$ cat config.mk
export PLATFORM = sky130hd
export DESIGN_NAME = tpx3_shutter_seq_flat
export DESIGN_NICKNAME = d
export VERILOG_FILES = /design/src/rtl/tpx3_shutter_seq_if.sv /design/src/rtl/tpx3_shutter_seq.sv /design/src/flat_wrapper.sv
export SDC_FILE = /design/constraint.sdc
export NUM_CORES = 1
export LEC_CHECK = 0
export ABC_AREA = 0
export CAP_MARGIN = 20
export CORE_ASPECT_RATIO = 1.5
export CORE_MARGIN = 2
export CORE_UTILIZATION = 45
export CTS_CLUSTER_SIZE = 8
export DETAILED_ROUTE_END_ITERATION = 8
export PLACE_DENSITY = 0.66
export SYNTH_ARGS = -nofsm -noshare
export SYNTH_HDL_FRONTEND = slang
export SYNTH_SLANG_ARGS = --single-unit
export TNS_END_PERCENT = 5
$ cat constraint.sdc
create_clock -name CLK40 -period 8.6 [get_ports CLK40]
set_input_delay 1.72 -clock CLK40 [delete_from_list [all_inputs] [get_ports CLK40]]
set_output_delay 1.72 -clock CLK40 [all_outputs]
set_load 0.005 [all_outputs]
$ cat src/rtl/tpx3_shutter_seq_if.sv
// Timepix3 shutter sequencer bus: host command/config in, chip strobes and status out.
interface tpx3_shutter_seq_if #(
    parameter int CNT_W = 32,
    parameter int TP_W  = 16
);
    logic             START;
    logic             STOP;
    logic [TP_W-1:0]  CONF_DELAY;
    logic [CNT_W-1:0] CONF_WIDTH;
    logic [TP_W-1:0]  CONF_TP_NUM;
    logic [TP_W-1:0]  CONF_TP_HIGH;
    logic [TP_W-1:0]  CONF_TP_LOW;
    logic [TP_W-1:0]  CONF_REPEAT;
    logic             CONF_EN_T0;
    logic             Shutter;
    logic             ExtTPulse;
    logic             T0_Sync;
    logic             BUSY;
    logic             DONE;
    logic [TP_W-1:0]  FRAME_CNT;

    modport master (
        output START, STOP, CONF_DELAY, CONF_WIDTH, CONF_TP_NUM, CONF_TP_HIGH,
               CONF_TP_LOW, CONF_REPEAT, CONF_EN_T0,
        input  Shutter, ExtTPulse, T0_Sync, BUSY, DONE, FRAME_CNT
    );

    modport slave (
        input  START, STOP, CONF_DELAY, CONF_WIDTH, CONF_TP_NUM, CONF_TP_HIGH,
               CONF_TP_LOW, CONF_REPEAT, CONF_EN_T0,
        output Shutter, ExtTPulse, T0_Sync, BUSY, DONE, FRAME_CNT
    );
endinterface

$ cat src/rtl/tpx3_shutter_seq.sv
// Timepix3 shutter / test-pulse frame sequencer (CLK40 domain).
//
// state   | meaning
// --------+-----------------------------------------------------------
// S_IDLE  | waiting for START, outputs low
// S_T0    | one cycle after acceptance, T0_Sync strobe if enabled
// S_DELAY | Shutter low for the programmed pre-shutter delay
// S_OPEN  | Shutter high, ExtTPulse burst running
// S_DONE  | one-cycle DONE pulse, then back to idle
//
// Frames of zero total length (delay=0, width=0) complete instantly, so a
// finite run of them jumps straight from S_T0 to S_DONE with the full count.
module tpx3_shutter_seq #(
    parameter int CNT_W = 32,
    parameter int TP_W  = 16
) (
    input  logic              CLK40,
    input  logic              RST,
    tpx3_shutter_seq_if.slave bus
);
    typedef enum logic [2:0] {S_IDLE, S_T0, S_DELAY, S_OPEN, S_DONE} state_t;
    typedef enum logic [1:0] {TP_IDLE, TP_HIGH, TP_LOW} tp_state_t;

    localparam logic [TP_W-1:0]  TP_ONE  = 1;
    localparam logic [CNT_W-1:0] CNT_ONE = 1;
    localparam logic [TP_W:0]    INC_ONE = 1;

    state_t           r_state,    w_state_nxt;
    tp_state_t        r_tp_state, w_tp_state_nxt;
    logic [CNT_W-1:0] r_cnt,      w_cnt_nxt;
    logic [TP_W-1:0]  r_frame_cnt, w_frame_nxt;
    logic [TP_W-1:0]  r_tp_cnt,   w_tp_cnt_nxt;
    logic [TP_W-1:0]  r_tp_left,  w_tp_left_nxt;

    logic [TP_W-1:0]  r_delay, r_tp_num, r_tp_high, r_tp_low, r_repeat;
    logic [CNT_W-1:0] r_width;

    logic r_shutter, r_ext, r_t0, r_busy, r_done;

    logic            w_load_cfg, w_frame_end, w_frame_start, w_tp_start, w_stop;
    logic [TP_W:0]   w_frame_inc;

    // Next-state, counter and pulse-engine decode.
    always_comb begin
        w_state_nxt    = r_state;
        w_cnt_nxt      = r_cnt;
        w_frame_nxt    = r_frame_cnt;
        w_tp_state_nxt = r_tp_state;
        w_tp_cnt_nxt   = r_tp_cnt;
        w_tp_left_nxt  = r_tp_left;
        w_load_cfg     = 1'b0;
        w_frame_end    = 1'b0;
        w_frame_start  = 1'b0;
        w_tp_start     = 1'b0;
        w_frame_inc    = {1'b0, r_frame_cnt} + INC_ONE;
        w_stop         = bus.STOP && (r_state == S_T0 || r_state == S_DELAY || r_state == S_OPEN);

        case (r_state)
            S_IDLE: begin
                if (bus.START) begin
                    w_load_cfg  = 1'b1;
                    w_state_nxt = S_T0;
                    w_frame_nxt = '0;
                end
            end
            S_T0: w_frame_start = 1'b1;
            S_DELAY: begin
                if (r_cnt == '0) begin
                    if (r_width == '0) begin
                        w_frame_end = 1'b1;
                    end else begin
                        w_state_nxt = S_OPEN;
                        w_cnt_nxt   = r_width - CNT_ONE;
                        w_tp_start  = 1'b1;
                    end
                end else begin
                    w_cnt_nxt = r_cnt - CNT_ONE;
                end
            end
            S_OPEN: begin
                case (r_tp_state)
                    TP_HIGH: begin
                        if (r_tp_cnt == '0) begin
                            if (r_tp_left == '0) begin
                                w_tp_state_nxt = TP_IDLE;
                            end else if (r_tp_low == '0) begin
                                w_tp_cnt_nxt  = r_tp_high - TP_ONE;
                                w_tp_left_nxt = r_tp_left - TP_ONE;
                            end else begin
                                w_tp_state_nxt = TP_LOW;
                                w_tp_cnt_nxt   = r_tp_low - TP_ONE;
                            end
                        end else begin
                            w_tp_cnt_nxt = r_tp_cnt - TP_ONE;
                        end
                    end
                    TP_LOW: begin
                        if (r_tp_cnt == '0) begin
                            w_tp_state_nxt = TP_HIGH;
                            w_tp_cnt_nxt   = r_tp_high - TP_ONE;
                            w_tp_left_nxt  = r_tp_left - TP_ONE;
                        end else begin
                            w_tp_cnt_nxt = r_tp_cnt - TP_ONE;
                        end
                    end
                    default: w_tp_state_nxt = TP_IDLE;
                endcase
                if (r_cnt == '0) w_frame_end = 1'b1;
                else             w_cnt_nxt   = r_cnt - CNT_ONE;
            end
            S_DONE:  w_state_nxt = S_IDLE;
            default: w_state_nxt = S_IDLE;
        endcase

        if (w_frame_end) begin
            w_frame_nxt = (&r_frame_cnt) ? r_frame_cnt : w_frame_inc[TP_W-1:0];
            if (r_repeat == '0 || w_frame_inc < {1'b0, r_repeat}) w_frame_start = 1'b1;
            else                                                  w_state_nxt   = S_DONE;
        end

        if (w_frame_start) begin
            if (r_delay != '0) begin
                w_state_nxt = S_DELAY;
                w_cnt_nxt   = CNT_W'(r_delay) - CNT_ONE;
            end else if (r_width != '0) begin
                w_state_nxt = S_OPEN;
                w_cnt_nxt   = r_width - CNT_ONE;
                w_tp_start  = 1'b1;
            end else if (r_repeat != '0) begin
                w_state_nxt = S_DONE;
                w_frame_nxt = r_repeat;
            end else begin
                // endless run of empty frames: count one per cycle until STOP
                w_state_nxt = S_DELAY;
                w_cnt_nxt   = '0;
            end
        end

        if (w_tp_start) begin
            if (r_tp_num != '0 && r_tp_high != '0) begin
                w_tp_state_nxt = TP_HIGH;
                w_tp_cnt_nxt   = r_tp_high - TP_ONE;
                w_tp_left_nxt  = r_tp_num - TP_ONE;
            end else begin
                w_tp_state_nxt = TP_IDLE;
            end
        end

        if (w_stop) begin
            w_state_nxt = S_DONE;
            w_frame_nxt = r_frame_cnt;
        end

        if (w_state_nxt != S_OPEN) w_tp_state_nxt = TP_IDLE;
    end

    // Sequencer state, timers and frame counter.
    always_ff @(posedge CLK40 or posedge RST) begin
        if (RST) begin
            r_state     <= S_IDLE;
            r_tp_state  <= TP_IDLE;
            r_cnt       <= '0;
            r_frame_cnt <= '0;
            r_tp_cnt    <= '0;
            r_tp_left   <= '0;
        end else begin
            r_state     <= w_state_nxt;
            r_tp_state  <= w_tp_state_nxt;
            r_cnt       <= w_cnt_nxt;
            r_frame_cnt <= w_frame_nxt;
            r_tp_cnt    <= w_tp_cnt_nxt;
            r_tp_left   <= w_tp_left_nxt;
        end
    end

    // Config snapshot at START acceptance and registered chip/status outputs.
    always_ff @(posedge CLK40 or posedge RST) begin
        if (RST) begin
            r_delay   <= '0;
            r_width   <= '0;
            r_tp_num  <= '0;
            r_tp_high <= '0;
            r_tp_low  <= '0;
            r_repeat  <= '0;
            r_shutter <= 1'b0;
            r_ext     <= 1'b0;
            r_t0      <= 1'b0;
            r_busy    <= 1'b0;
            r_done    <= 1'b0;
        end else begin
            if (w_load_cfg) begin
                r_delay   <= bus.CONF_DELAY;
                r_width   <= bus.CONF_WIDTH;
                r_tp_num  <= bus.CONF_TP_NUM;
                r_tp_high <= bus.CONF_TP_HIGH;
                r_tp_low  <= bus.CONF_TP_LOW;
                r_repeat  <= bus.CONF_REPEAT;
            end
            r_shutter <= (w_state_nxt == S_OPEN);
            r_ext     <= (w_state_nxt == S_OPEN) && (w_tp_state_nxt == TP_HIGH);
            r_t0      <= w_load_cfg && bus.CONF_EN_T0;
            r_busy    <= (w_state_nxt != S_IDLE);
            r_done    <= (w_state_nxt == S_DONE);
        end
    end

    assign bus.Shutter   = r_shutter;
    assign bus.ExtTPulse = r_ext;
    assign bus.T0_Sync   = r_t0;
    assign bus.BUSY      = r_busy;
    assign bus.DONE      = r_done;
    assign bus.FRAME_CNT = r_frame_cnt;
endmodule

$ cat src/flat_wrapper.sv
// flat-port wrapper written by rule: the top's interface ports become plain ports
module tpx3_shutter_seq_flat 
#(
    parameter int CNT_W = 32,
    parameter int TP_W  = 16
)
  (CLK40, RST, bus_START, bus_STOP, bus_CONF_DELAY, bus_CONF_WIDTH, bus_CONF_TP_NUM, bus_CONF_TP_HIGH, bus_CONF_TP_LOW, bus_CONF_REPEAT, bus_CONF_EN_T0, bus_Shutter, bus_ExtTPulse, bus_T0_Sync, bus_BUSY, bus_DONE, bus_FRAME_CNT);
  tpx3_shutter_seq_if #(.CNT_W(CNT_W), .TP_W(TP_W)) bus_i ();
  input  logic CLK40;
  input  logic RST;
  input wire logic [$bits(bus_i.START)-1:0] bus_START;
  input wire logic [$bits(bus_i.STOP)-1:0] bus_STOP;
  input wire logic [$bits(bus_i.CONF_DELAY)-1:0] bus_CONF_DELAY;
  input wire logic [$bits(bus_i.CONF_WIDTH)-1:0] bus_CONF_WIDTH;
  input wire logic [$bits(bus_i.CONF_TP_NUM)-1:0] bus_CONF_TP_NUM;
  input wire logic [$bits(bus_i.CONF_TP_HIGH)-1:0] bus_CONF_TP_HIGH;
  input wire logic [$bits(bus_i.CONF_TP_LOW)-1:0] bus_CONF_TP_LOW;
  input wire logic [$bits(bus_i.CONF_REPEAT)-1:0] bus_CONF_REPEAT;
  input wire logic [$bits(bus_i.CONF_EN_T0)-1:0] bus_CONF_EN_T0;
  output wire logic [$bits(bus_i.Shutter)-1:0] bus_Shutter;
  output wire logic [$bits(bus_i.ExtTPulse)-1:0] bus_ExtTPulse;
  output wire logic [$bits(bus_i.T0_Sync)-1:0] bus_T0_Sync;
  output wire logic [$bits(bus_i.BUSY)-1:0] bus_BUSY;
  output wire logic [$bits(bus_i.DONE)-1:0] bus_DONE;
  output wire logic [$bits(bus_i.FRAME_CNT)-1:0] bus_FRAME_CNT;
  assign bus_i.START = bus_START;
  assign bus_i.STOP = bus_STOP;
  assign bus_i.CONF_DELAY = bus_CONF_DELAY;
  assign bus_i.CONF_WIDTH = bus_CONF_WIDTH;
  assign bus_i.CONF_TP_NUM = bus_CONF_TP_NUM;
  assign bus_i.CONF_TP_HIGH = bus_CONF_TP_HIGH;
  assign bus_i.CONF_TP_LOW = bus_CONF_TP_LOW;
  assign bus_i.CONF_REPEAT = bus_CONF_REPEAT;
  assign bus_i.CONF_EN_T0 = bus_CONF_EN_T0;
  assign bus_Shutter = bus_i.Shutter;
  assign bus_ExtTPulse = bus_i.ExtTPulse;
  assign bus_T0_Sync = bus_i.T0_Sync;
  assign bus_BUSY = bus_i.BUSY;
  assign bus_DONE = bus_i.DONE;
  assign bus_FRAME_CNT = bus_i.FRAME_CNT;
  tpx3_shutter_seq #(.CNT_W(CNT_W), .TP_W(TP_W)) u_core (.CLK40(CLK40), .RST(RST), .bus(bus_i));
endmodule
Word level (Yosys, flattened, before mapping)
Cells that the tools add are included.
{ "word_totals": {"reg_bits": 202, "inputBits": 117, "output_inout_bits": 21} }
{ "classes": {"add_sub_neg": 9, "order_cmp": 1, "n_eq_ne": 9, "n_mux": 67, "reduce_logical": 22} }
{ "op_table": {"columns": ["operator", "count"], "rows": [
  ["two-way mux 16 bit", 22],
  ["two-way mux 32 bit", 7],
  ["subtractor 16 x 1 -> 16 bit, second input constant", 5],
  ["logical NOT 16 bit", 4],
  ["logical NOT 32 bit", 2],
  ["one-hot mux 16 bit (2 select lines)", 2],
  ["one-hot mux 32 bit (2 select lines)", 1],
  ["nonzero test 16 bit", 4],
  ["subtractor 32 x 1 -> 32 bit, second input constant", 2],
  ["nonzero test 32 bit", 1],
  ["two-way mux 3 bit", 10],
  ["adder 16 x 1 -> 17 bit, second input constant", 1],
  ["less-than comparator 17 x 16 -> 1 bit", 1],
  ["subtractor 16 x 1 -> 17 bit, second input constant", 1],
  ["AND reduction 16 bit", 1],
  ["two-way mux 1 bit", 15],
  ["two-way mux 2 bit", 7],
  ["== test 3 x 2 -> 1 bit, second input constant", 3],
  ["one-hot mux 3 bit (3 select lines)", 1],
  ["== test 2 x 1 -> 1 bit, second input constant", 2],
  ["logical AND 1 bit", 4],
  ["one-hot mux 2 bit (2 select lines)", 1],
  ["== test 3 x 1 -> 1 bit, second input constant", 1],
  ["== test 3 bit, second input constant", 1],
  ["7 further kinds", 9]
]} }

Longest topological paths before layout
Gate-level depths: netlist of run 1.
{ "depth": {"word_depth": 12, "ltp_mapped": 16, "mapped_depth_nobuf": 14} }

Worst setup path before layout of run 1
Ideal clock, no wire load.
{ "synth_path": {"kind": "register -> register", "start": "reg u_core.r_frame_cnt[0] (netlist: u_core.bus.FRAME_CNT[0])", "end": "reg u_core.r_frame_cnt[9] (netlist: u_core.bus.FRAME_CNT[9])", "setup_ps": 82, "arrival_time_ps": 3546, "t_required_ps": 8518, "path_slack_ps": 4972, "stages_incl_launch_ff": 15, "path_buffers": 0, "period_less_slack_ps": 3628, "path_cell_list": "dfrtp_1 ha_1 and3_1 nand2_1 nor2_1 and2_1 xor2_1 ha_1 nand3_1 nor3_1 o31ai_1 a211oi_2 nor3_2 or4_1 a31oi_1"} }
{ "synth_between": {"elab_chain_len": 7, "word_cells_on_any_way": 12, "classes_between": "add/sub: 1; order compare: 1; mux: 8; reduce/logical: 2"} }
{ "synth_lines": {"columns": ["element", "line", "rtl"], "rows": [
  ["from (decl)", "tpx3_shutter_seq.sv:31", "logic [TP_W-1:0] r_frame_cnt, w_frame_nxt;"],
  ["from (signal assigned)", "tpx3_shutter_seq.sv:170", "r_frame_cnt <= w_frame_nxt;"],
  ["parallel branches: the longest is 6 deep, another holds adder 16 x 1 -> 17 bit", null, null],
  ["two-way mux 16 bit *", "tpx3_shutter_seq.sv:121", "if (w_frame_start) begin"]
]} }
Mark *: on every way between the ends.
A chain may end at the register's enable or synchronous reset.

Worst setup path in the final report of run 1
{ "layout_path": {"start": "reg u_core.r_frame_cnt[0] (netlist: u_core.bus.FRAME_CNT[0])", "end": "reg u_core.r_ext (netlist: u_core.bus.ExtTPulse)"} }
{ "layout_between": {"elab_chain_len": 11, "word_cells_on_any_way": 16, "classes_between": "add/sub: 1; order compare: 1; eq/ne: 3; mux: 9; reduce/logical: 2"} }
{ "layout_lines": {"columns": ["element", "line", "rtl"], "rows": [
  ["adder 16 x 1 -> 17 bit *", "tpx3_shutter_seq.sv:55", "w_frame_inc = {1'b0, r_frame_cnt} + INC_ONE;"],
  ["less-than comparator 17 x 16 -> 1 bit *", "tpx3_shutter_seq.sv:117", "if (r_repeat == '0 || w_frame_inc < {1'b0, r_repeat}) w_frame_start = 1'b1;"],
  ["logical OR 1 bit *", "tpx3_shutter_seq.sv:117", null],
  ["two-way mux 3 bit or two-way mux 1 bit (tied branches)", "tpx3_shutter_seq.sv:117", null],
  ["two-way mux 3 bit or two-way mux 1 bit (tied branches)", "tpx3_shutter_seq.sv:115", "if (w_frame_end) begin"],
  ["two-way mux 3 bit", "tpx3_shutter_seq.sv:121", null],
  ["two-way mux 3 bit", "tpx3_shutter_seq.sv:149", "if (w_stop) begin"],
  ["!= test 3 x 2 -> 1 bit", "tpx3_shutter_seq.sv:154", "if (w_state_nxt != S_OPEN) w_tp_state_nxt = TP_IDLE;"],
  ["two-way mux 2 bit", "tpx3_shutter_seq.sv:154", null],
  ["== test 2 x 1 -> 1 bit", "tpx3_shutter_seq.sv:200", "r_ext <= (w_state_nxt == S_OPEN) && (w_tp_state_nxt == TP_HIGH);"],
  ["logical AND 1 bit *", "tpx3_shutter_seq.sv:200", null],
  ["to (signal assigned)", "tpx3_shutter_seq.sv:200", null],
  ["to (decl)", "tpx3_shutter_seq.sv:38", "logic r_shutter, r_ext, r_t0, r_busy, r_done;"]
]} }
Mark *: on every way between the ends. The rest lies on a longest branch, timed or not.

==> out/results.ini, run 1 <==
[sta]
worst_slack_ps=4210
fin_crit_ps=4390
fin_tns_setup_ps=0
relSlewSlack_pct=15.1
finalHoldViolCount=0
period_share_pct=51.0
rsz0062_at_grt=no
fmax_mhz=228
drv_slew=0
setup_viol=0
tightestPinTransition_ps=1260
skew_ps=17.9

[routing]
drcViolationCount=0
viasPerCell=6.02
finalWirelength_um=44500
wl_met1_um=16900
top_layer=met4
detail-route-antenna-nets=0
vias=13100
wl_per_cell_um=20.4
dr.pass1.iters=6
met3_length_um=2230
drtIter0Drc=1030
met2RoutedLength_um=22400

[synth]
synth_seq_cells=202
synth_ff_type=dfrtp_1
synthArstFlopShare_pct=100
seq_area_frac_synth_pct=37.3
synthesis.area_um2=13500
yosysUniqueCellTypes=88
synth_area_per_cell_um2=8.09
synth_nets=1818
ys_warn_count=0
syn_inst=1674
synth_edf_count=0

[grt]
grt_usage_pct=27.6
antenna_found_initial=0
grt_pass1_wl_um=69200
overflow=0
grt_max_degree=141
grt_pass1_vias=12700

[clocking]
cts_tree=done
clk_pin_slew_ps=50
cts_hold_buf=0
clock_latency_ps=550
root_buffer=clkbuf_16
clockBufferDepth=3
cts_sinks=202
cts_setup_buffers=0
cts_max_level=1
cts_made_buffers=29
cts_resized=0

[layout]
area_growth_pct=17.9
final_cell_count_no_fill=2175
drive_gt1_share_pct=5.79
diodes=0
nets=1923

[die]
fp.dieH_um=216
core_um2=29600
dieArea_um2=31500
fp-row-count=77
pin_count=138
chipWidth_um=146
start_util_pct=45.8

[hold_path]
hold_depth=1
hold_start=u_core.r_tp_num[0]
min_to=u_core.r_tp_left[0]
min_path_type=reg2reg

[pwr]
pwr-share-clk_pct=19.0
total_power_mw=5.44
seqPwrFrac_pct=33.9
p_leak_nw=6.85
power_frac_comb_pct=47.1
pwr_density_cell_nw_per_um2=341
switching_share_pct=46.7
switchingPower_mw=2.54
vdd_ir_drop_max_uv=172
p_int_mw=2.90

[critical_path]
crit_family=compound AO/OA/AOI/OAI gates
worstPathCellList=ha_1, and3_1, nand2_1, nor2_1, and2_1, xor2_1, ha_1, a21o_1, a21oi_1, o211a_1, a211o_1, nand3_1, a21o_1, a2111oi_4
timing.rr.end=u_core.bus.ExtTPulse
critPathSlowestCell=nand3_1
crit_path_end_kind=flip-flop
rr_startpoint=u_core.bus.FRAME_CNT[0]
r2r_cells=14
crit_type=reg2reg
cp_data_arrival_time_ps=4840
critPathBufInv=0
cp_max_fo=12
crit_start=u_core.bus.FRAME_CNT[0]
worst_ep_required_time_ps=9050
start_kind=flip-flop
max_stage_delay_ps=510
r2r_slack_ps=4210

[outcome]
outcome=complete, no violations

[flow_run]
maxCapViolations=0

[placed_design]
portBuffers=137
gp_congestion=1.01
pre_cts_ws_ps=4280
dpl.cell_count=2140
place_hpwl_um=32200

-- sequential cells by signal, summed over array words and instances, names as in the netlist, 16 cells and up --
register and count:
u_core.r_tp_high 16, u_core.r_tp_low 16, u_core.r_repeat 16, u_core.r_tp_num 16
u_core.r_delay 16, u_core.r_tp_left 16, u_core.r_width 32, u_core.bus.FRAME_CNT 16
u_core.r_cnt 32, u_core.r_tp_cnt 16
-- worst max path at each step --
stage / end / slack [ps] / cells after the start
2_1_floorplan: u_core.bus.BUSY / 1370 / 1
6_report: u_core.bus.ExtTPulse / 4210 / 14
4_1_cts: u_core.bus.ExtTPulse / 4290 / 14
3_3_place_gp: u_core.bus.ExtTPulse / 4230 / 14
3_5_place_dp: u_core.bus.FRAME_CNT[4] / 4280 / 6
5_1_grt: u_core.bus.FRAME_CNT[9] / 4010 / 14
-- routing by layer --
layer | up-vias | GRT usage, %
met2 | 475 | 49.0
met1 | 6252 | 31.4
li1 | 6217 | -
met5 | - | 0
met3 | 148 | 3.47
met4 | 0 | 17.2
-- synth_stat cells (15+ instances only) --
cell	count	share of area, %
or4_1	20	1.1
a22oi_1	20	1.1
nand4_1	25	1.2
nor3_1	57	2.1
xor2_1	43	2.8
nor2_1	112	3.1
or3_1	28	1.3
o21ai_0	115	4.3
nand2_1	370	10
a31oi_1	15	0.69
ha_1	27	2.5
nor4_1	49	2.3
inv_1	53	1.5
nand3_1	39	1.4
mux2i_1	17	1.3
clkbuf_1	62	1.7
dfrtp_1	202	37
xnor2_1	56	3.6
o22ai_1	23	1.1
o31ai_1	27	1.5
a21oi_1	78	2.9
-- cell usage in the layout (no fill, tap or decap), drive strengths merged, types with 6 or more instances in the layout --
| cell type | n |
|---|---|
| and2 | 8 |
| o21ai | 120 |
| nand2 | 372 |
| xnor2 | 56 |
| a31oi | 16 |
| clkbuf | 32 |
| o31ai | 27 |
| nor2b | 9 |
| a22oi | 20 |
| ha | 27 |
| nor3b | 7 |
| nand2b | 10 |
| o31a | 6 |
| nor3 | 62 |
| nor4 | 55 |
| or4 | 24 |
| inv | 53 |
| mux2i | 17 |
| dfrtp | 202 |
| o22ai | 24 |
| nand4 | 25 |
| and3 | 10 |
| clkdlybuf4s50 | 137 |
| nor2 | 115 |
| xor2 | 43 |
| buf | 17 |
| a211oi | 7 |
| nand3b | 9 |
| mux2 | 11 |
| o21a | 7 |
| a21oi | 78 |
| or3 | 28 |
| o32ai | 10 |
| and4 | 9 |
| nand3 | 39 |
-- logic make-up (layout without fill, tap and decap cells) --
| kind of cell | Yosys count | in the layout | synth area share, % |
|---|---|---|---|
| buffers and inverters | 134 | 240 | 4.09 |
| XOR/XNOR | 99 | 99 | 6.40 |
| flip-flops | 202 | 202 | 37.3 |
| AND/OR/NAND/NOR | 800 | 800 | 29.0 |
| multiplexers | 28 | 28 | 2.20 |
| adder cells (fa/ha/maj) | 27 | 27 | 2.49 |
| AO/OA/AOI/OAI | 384 | 384 | 18.5 |
-- layout make-up --
class,count,area [um^2]
fill,2835,13600
multi-input combinational,1338,7940
sequential,202,5050
timing repair buffer,155,1510
clock buffer,31,733
tap,395,494
inverter,53,206
clock inverter,1,30.0
-- stage by stage --
step	area, um^2	util [%]	hold WS [ps]
detailed placement	15200	51.3	480
CTS	15900	53.9	490
global route	16000	54.0	504
floorplan	13500	-	450
finish	16000	54.0	489
global placement	15200	51.3	480
-- power by group through the flow --
stage / combinational [mW] / clock (mW) / sequential [mW]
after detailed placement: 2.53 / 0 / 1.84
after floorplan: 1.85 / 0 / 1.66
final: 2.56 / 1.03 / 1.84
after CTS: 2.54 / 1.06 / 1.83
after global placement: 2.49 / 0 / 1.82
after global routing: 2.83 / 1.09 / 1.90
-- worst register-to-register path: cells and delay by family (launching register included) --
kind | cells | cell delay (ps)
xor gates and xnor gates | 1 | 170
AOI/OAI and AO/OA | 6 | 1660
DFF | 1 | 430
adders and majority gates | 2 | 550
and+or+nand+nor | 5 | 1510
(Power assumes the default switching activity.)
==> inputs of run 2 (changes only) <==
--- a/config.mk
+++ b/config.mk
@@ -12,7 +12,7 @@
 export CORE_UTILIZATION = 45
 export CTS_CLUSTER_SIZE = 8
 export DETAILED_ROUTE_END_ITERATION = 8
-export PLACE_DENSITY = 0.66
+export PLACE_DENSITY = 0.68
 export SYNTH_ARGS = -nofsm -noshare
 export SYNTH_HDL_FRONTEND = slang
 export SYNTH_SLANG_ARGS = --single-unit
==> constraint.sdc (replaced) <==
create_clock -name CLK40 -period 3.75 [get_ports CLK40]
set_input_delay 0.75 -clock CLK40 [delete_from_list [all_inputs] [get_ports CLK40]]
set_output_delay 0.75 -clock CLK40 [all_outputs]
set_load 0.005 [all_outputs]
==> run 2 against run 1 <==
  * Utilization increased by 1.8 points
  * Clock skew is 0.55 ps higher
  * Design area increased by 3.4%
  * Non-clock buffer count up 57
  * Via count increased by 3.0%
==> out/results.ini, run 2 (synthesis results as in run 1) <==
[sta]
period_share_pct=94.9  ; +44 points
relSlewSlack_pct=39.0  ; +24 points
setup_viol=0  ; unchanged
rsz0062_at_grt=no
skew_ps=18.5  ; +0.549 ps
drv_slew=0  ; unchanged
fmax_mhz=281  ; +23%
fin_tns_setup_ps=0  ; unchanged
fin_crit_ps=3560  ; -830 ps
finalHoldViolCount=0  ; unchanged
tightestPinTransition_ps=911  ; -352 ps
whs_ps=515  ; +25.4 ps
worst_slack_ps=190  ; -4020 ps

[grt]
grt_max_degree=66  ; -53%
grt_usage_pct=28.6  ; +1.0 points
antenna_found_initial=1  ; +1
grt_pass1_wl_um=72400  ; +4.6%
overflow=0  ; unchanged
grt_pass1_vias=13400  ; +5.2%

[pwr]
total_power_mw=12.9  ; +140%
pwr-share-clk_pct=17.8  ; -1.2 points
seqPwrFrac_pct=32.4  ; -1.5 points
vdd_ir_drop_max_uv=410  ; +140%
switching_share_pct=46.6  ; -0.15 points
p_int_mw=6.88  ; +140%
p_leak_nw=7.14  ; +4.2%
switchingPower_mw=6.00  ; +140%
pwr_density_cell_nw_per_um2=780  ; +130%
power_frac_comb_pct=49.7  ; +2.6 points

[die]
dieArea_um2=31500  ; unchanged
pin_count=138  ; unchanged
core_um2=29600  ; unchanged
chipWidth_um=146  ; unchanged
start_util_pct=45.8  ; unchanged
fp.dieH_um=216  ; unchanged
fp-row-count=77  ; unchanged

[critical_path]
r2r_cells=15  ; +1
worst_ep_required_time_ps=4190  ; -4860 ps
crit_path_frequent_cell=ha_1
timing.rr.end=u_core.r_tp_left[13]
crit_start=u_core.bus.FRAME_CNT[0]
max_stage_delay_ps=440  ; -70 ps
worstPathCellList=ha_1, and3_1, nand2_1, nor2_1, and2_1, xor2_1, ha_1, nand3_1, nor3_2, o31ai_2, a211o_2, a31oi_4, nor2_2, buf_12, mux2_4
start_kind=flip-flop
crit_path_end_kind=flip-flop
cp_data_arrival_time_ps=4000  ; -840 ps
r2r_slack_ps=190  ; -4020 ps
rr_startpoint=u_core.bus.FRAME_CNT[0]
cp_max_fo=29  ; +17
crit_type=reg2reg
critPathSlowestCell=dfrtp_2

[routing]
detail-route-antenna-nets=0  ; unchanged
dr.pass1.iters=8  ; +2
vias=13500  ; +3.0%
viasPerCell=6.04  ; +0.39%
drcViolationCount=0  ; unchanged
drtIter0Drc=977  ; -5.1%
finalWirelength_um=45600  ; +2.6%
wl_per_cell_um=20.4  ; about the same

[flow_run]
maxCapViolations=0  ; unchanged

[placed_design]
gp_congestion=0.978  ; -3.4%
place_hpwl_um=34200  ; +6.2%
dpl.cell_count=2200  ; +2.8%
pre_cts_ws_ps=97.7  ; -4180 ps
portBuffers=137  ; unchanged

[clocking]
root_buffer=clkbuf_16
cts_made_buffers=29  ; unchanged
clk_pin_slew_ps=50  ; about the same
cts_setup_buffers=0  ; unchanged
cts_hold_buf=0  ; unchanged
cts_resized=0  ; unchanged
clockBufferDepth=3  ; unchanged
cts_max_level=1  ; unchanged
cts_tree=done
cts_sinks=202  ; unchanged
clock_latency_ps=560  ; about the same

[layout]
final_cell_count_no_fill=2231  ; +2.6%
diodes=0  ; unchanged
area_growth_pct=21.9
nets=1980  ; +3.0%
drive_gt1_share_pct=9.20  ; +3.4 points
mostFrequentLayoutCells=nand2_1, dfrtp_1, clkdlybuf4s50_1
top_regs=u_core.r_cnt x32, u_core.r_width x32
final_common_cell=nand2_1

[hold_path]
min_to=u_core.r_tp_num[10]
hold_depth=2  ; +1
hold_start=u_core.r_tp_num[10]
min_path_type=reg2reg

[outcome]
outcome=complete, no violations

==> run 2: changes by cell type in the layout (fill, tap and decap cells not counted), sizes merged <==
cell / previous run / this run
buf: 17 / 75
bufinv: 1 / 0
clkbuf: 32 / 29
clkinv: 0 / 1
clkinvlp: 0 / 1
==> run 2: worst max path at each step <==
stage	to	slack [ps]	cells past startpoint
floorplan	u_core.bus.FRAME_CNT[9]	120	14
global placement	u_core.r_tp_left[13]	130	14
detailed placement	u_core.r_tp_left[13]	100	14
CTS	u_core.r_tp_left[13]	70	14
global route	u_core.r_tp_left[10]	40	15
finish	u_core.r_tp_left[13]	190	15
==> run 2: stage by stage <==
step	util (%)	area, um^2
detailed placement	53.2	15700
CTS	55.7	16500
floorplan	-	13500
global placement	53.1	15700
finish	55.8	16500
global route	55.8	16500
==> run 2: power by group through the flow <==
stage          Sequential, mW  Combinational [mW]  Clock, mW
2_1_floorplan            3.81                4.24          0
3_3_place_gp             4.14                6.21          0
3_5_place_dp             4.17                6.28          0
4_1_cts                  4.15                6.32       2.34
5_1_grt                  4.30                7.01       2.42
6_report                 4.18                6.41       2.30
==> run 2: layout make-up <==
type / count / area [um^2]
inverter: 53 / 203
clock inverter: 2 / 17.5
multi-input combinational: 1338 / 7980
clock buffer: 29 / 726
timing repair buffer: 212 / 2040
sequential: 202 / 5060
tap: 395 / 494
fill: 2766 / 13100
==> run 2: per-layer routing <==
metal | vias to the layer above | share of wire, % | wire, um | GRT usage [%]
met3 | 159 | 5.7 | 2600 | 3.92
met2 | 519 | 51 | 23100 | 51.3
met5 | - | 0.026 | 12 | 0
met1 | 6469 | 37 | 17100 | 32.6
li1 | 6333 | - | - | -
met4 | 2 | 6.2 | 2840 | 16.4
==> run 2: worst max-delay path, delay by kind of cell (launching register included) <==
kind	cells	cell delay, ps
buffers and inverters	1	190
AO/OA/AOI/OAI	3	760
adder cells (fa/ha/maj)	2	520
AND/OR/NAND/NOR	7	1060
flip-flops	1	440
multiplexers	1	310
XOR/XNOR	1	150
==> inputs of run 3 (changes only) <==
--- a/config.mk
+++ b/config.mk
@@ -10,9 +10,9 @@
 export CORE_ASPECT_RATIO = 1.5
 export CORE_MARGIN = 2
 export CORE_UTILIZATION = 45
-export CTS_CLUSTER_SIZE = 8
+export CTS_CLUSTER_SIZE = 14
 export DETAILED_ROUTE_END_ITERATION = 8
-export PLACE_DENSITY = 0.68
+export PLACE_DENSITY = 0.66
 export SYNTH_ARGS = -nofsm -noshare
 export SYNTH_HDL_FRONTEND = slang
 export SYNTH_SLANG_ARGS = --single-unit
==> constraint.sdc (replaced) <==
create_clock -name CLK40 -period 3.3 [get_ports CLK40]
set_input_delay 0.66 -clock CLK40 [delete_from_list [all_inputs] [get_ports CLK40]]
set_output_delay 0.66 -clock CLK40 [all_outputs]
set_load 0.1 [all_outputs]
==> run 3 against run 2 <==
  * The run now ends with setup timing left
  * Via count increased by 3.0%
  * Combinational power increased by 39%
  * Power increased by 26%
  * Register-to-register slack got worse by 360 ps
  * Die area unchanged
  * Clock power increased by 20%
  * Clock-buffer cell count unchanged
  * Setup slack got worse by 360 ps
  * First-iteration DRC count decreased by 6.9%
  * Global-route usage increased by 1.1 points
==> out/results.ini, run 3 (synthesis results as in run 1) <==
[clocking]
cts_sinks=202  ; unchanged
root_buffer=clkbuf_16
cts_tree=done
clk_pin_slew_ps=60  ; about the same
cts_max_level=1  ; unchanged
cts_made_buffers=23  ; -21%
clockBufferDepth=3  ; unchanged
clock_latency_ps=540  ; -20 ps

[critical_path]
crit_path_end_kind=flip-flop
cp_max_fo=4  ; -86%
crit_type=reg2reg
cp_data_arrival_time_ps=3920  ; -80 ps
start_kind=flip-flop
worst_ep_required_time_ps=3750  ; -440 ps

[die]
chipWidth_um=146  ; unchanged
start_util_pct=45.8  ; unchanged
fp.dieH_um=216  ; unchanged
core_um2=29600  ; unchanged
fp-row-count=77  ; unchanged
dieArea_um2=31500  ; unchanged
pin_count=138  ; unchanged

[pwr]
p_int_mw=8.53  ; +24%
power_frac_comb_pct=54.9  ; +5.2 points
pwr_density_cell_nw_per_um2=917  ; +18%
seqPwrFrac_pct=28.1  ; -4.3 points
pwr-share-clk_pct=17.0  ; -0.8 points
vdd_ir_drop_max_uv=518  ; +26%
total_power_mw=16.3  ; +26%
switching_share_pct=47.6  ; +1.0 points
switchingPower_mw=7.75  ; +29%
p_leak_nw=7.82  ; +9.6%

[routing]
finalWirelength_um=47500  ; +4.2%
dr.pass1.iters=5  ; -3
drtIter0Drc=910  ; -6.9%
detail-route-antenna-nets=0  ; unchanged
wl_per_cell_um=20.2  ; -1.3%
vias=13900  ; +3.0%
drcViolationCount=0  ; unchanged
viasPerCell=5.89  ; -2.5%

[sta]
finalHoldViolCount=0  ; unchanged
fin_crit_ps=3470  ; -91.3 ps
tightestPinTransition_ps=720  ; -190 ps
fmax_mhz=288  ; +2.6%
drv_slew=0  ; unchanged
setup_viol=49  ; +49
rsz0062_at_grt=yes
relSlewSlack_pct=51.5  ; +13 points
period_share_pct=105  ; +10 points
skew_ps=21.5  ; +3.03 ps
worst_slack_ps=-169  ; -359 ps

[flow_run]
maxCapViolations=0  ; unchanged

[placed_design]
dpl.cell_count=2296  ; +4.4%
gp_congestion=1.01  ; +3.5%
postPlaceCellArea_um2=16400  ; +4.5%
portBuffers=137  ; unchanged
place_hpwl_um=35700  ; +4.5%

[layout]
top_regs=u_core.r_cnt x32, u_core.r_width x32
mostFrequentLayoutCells=nand2_1, dfrtp_1, buf_4
finish.utilization_pct=60.0  ; +4.2 points
diodes=0  ; unchanged
drive_gt1_share_pct=17.7  ; +8.5 points
final_cell_area_um2=17800  ; +7.5%
final_cell_count_no_fill=2355  ; +5.6%
area_growth_pct=31.1
nets=2090  ; +5.6%
final_common_cell=nand2_1

[grt]
grt_pass1_vias=13800  ; +3.4%
grt_max_degree=106  ; +61%
grt_pass1_wl_um=74800  ; +3.2%
antenna_found_initial=0  ; -1
grt_usage_pct=29.7  ; +1.1 points
overflow=0  ; unchanged

[outcome]
outcome=finished, violations left
violations=setup timing

[hold_path]
min_path_type=reg2reg

-- run 3: cell count changes in the layout (fill, tap and decap cells not counted), sizes merged --
cell	delta
clkinv	+2
bufinv	+4
clkinvlp	+2
buf	+137
clkdlybuf4s50	-21
-- run 3: timing repair --
action / 4_1_cts / 5_1_grt
endpoints found under the hold margin: 0 / 0
resized for setup: 58 / 37
setup buffers: 14 / 5
pin swaps: 40 / 28
hold buffers: 0 / 0
setup endpoints to repair: 76 / 84
-- run 3: worst paths after layout --
kind	from	to	slack [ps]	depth (start not counted)
max	u_core.bus.FRAME_CNT[1]	u_core.bus.FRAME_CNT[11]	-170	19
min	u_core.r_tp_num[0]	u_core.r_tp_left[0]	500	1
max reg2reg	u_core.bus.FRAME_CNT[1]	u_core.bus.FRAME_CNT[11]	-170	19
min reg2reg	u_core.r_tp_num[0]	u_core.r_tp_left[0]	500	1
max in group asynchronous	RST	u_core.r_tp_low[6]	2100	3
min in group asynchronous	RST	u_core.r_tp_num[8]	520	2
-- run 3: cell type report --
| type | count | area, um^2 |
|---|---|---|
| well taps | 395 | 494 |
| repair buffers | 328 | 2960 |
| clock buffers | 29 | 628 |
| multi-input cells | 1338 | 8250 |
| inverters | 53 | 203 |
| clock inverters | 10 | 163 |
| fillers | 2767 | 11800 |
| flip-flops and latches | 202 | 5060 |
-- run 3: stage by stage --
stage          hold slack (ps)  setup TNS (ps)  worst slack, ps
5_1_grt                    539          -14060             -309
4_1_cts                    506            -392            -54.4
3_3_place_gp               480          -21090             -440
3_5_place_dp               497          -21210             -492
6_report                   502           -3200             -169
2_1_floorplan              450          -67980            -1050
-- run 3: critical path, stage by stage (launching register included) --
cell and delay [ps]:
dfrtp_1 370, buf_6 120, nand3_4 90, nor2_4 100
buf_6 120, nand4_1 150, buf_6 170, nor2_4 130
xnor2_2 80, ha_1 320, nand3_2 110, nor3_4 230
o31ai_4 120, buf_6 140, a211oi_4 290, buf_6 170
nor3_4 50, buf_4 130, or3_1 380, a21oi_1 130
-- run 3: power groups by stage --
stage	Combinational [mW]	Sequential [mW]	Clock [mW]
after floorplan	4.82	4.93	0
after global placement	8.31	4.55	0
after detailed placement	8.40	4.58	0
after CTS	8.66	4.55	2.81
after global routing	9.64	4.71	2.90
final	8.94	4.58	2.76
-- run 3: metal layers --
layer,vias to the layer above,share of wire (%),global-route usage [%]
met1,6658,37,33.6
met2,508,51,53.6
li1,6561,-,-
met3,155,4.7,2.91
met5,-,0,0
met4,0,7.1,18.8
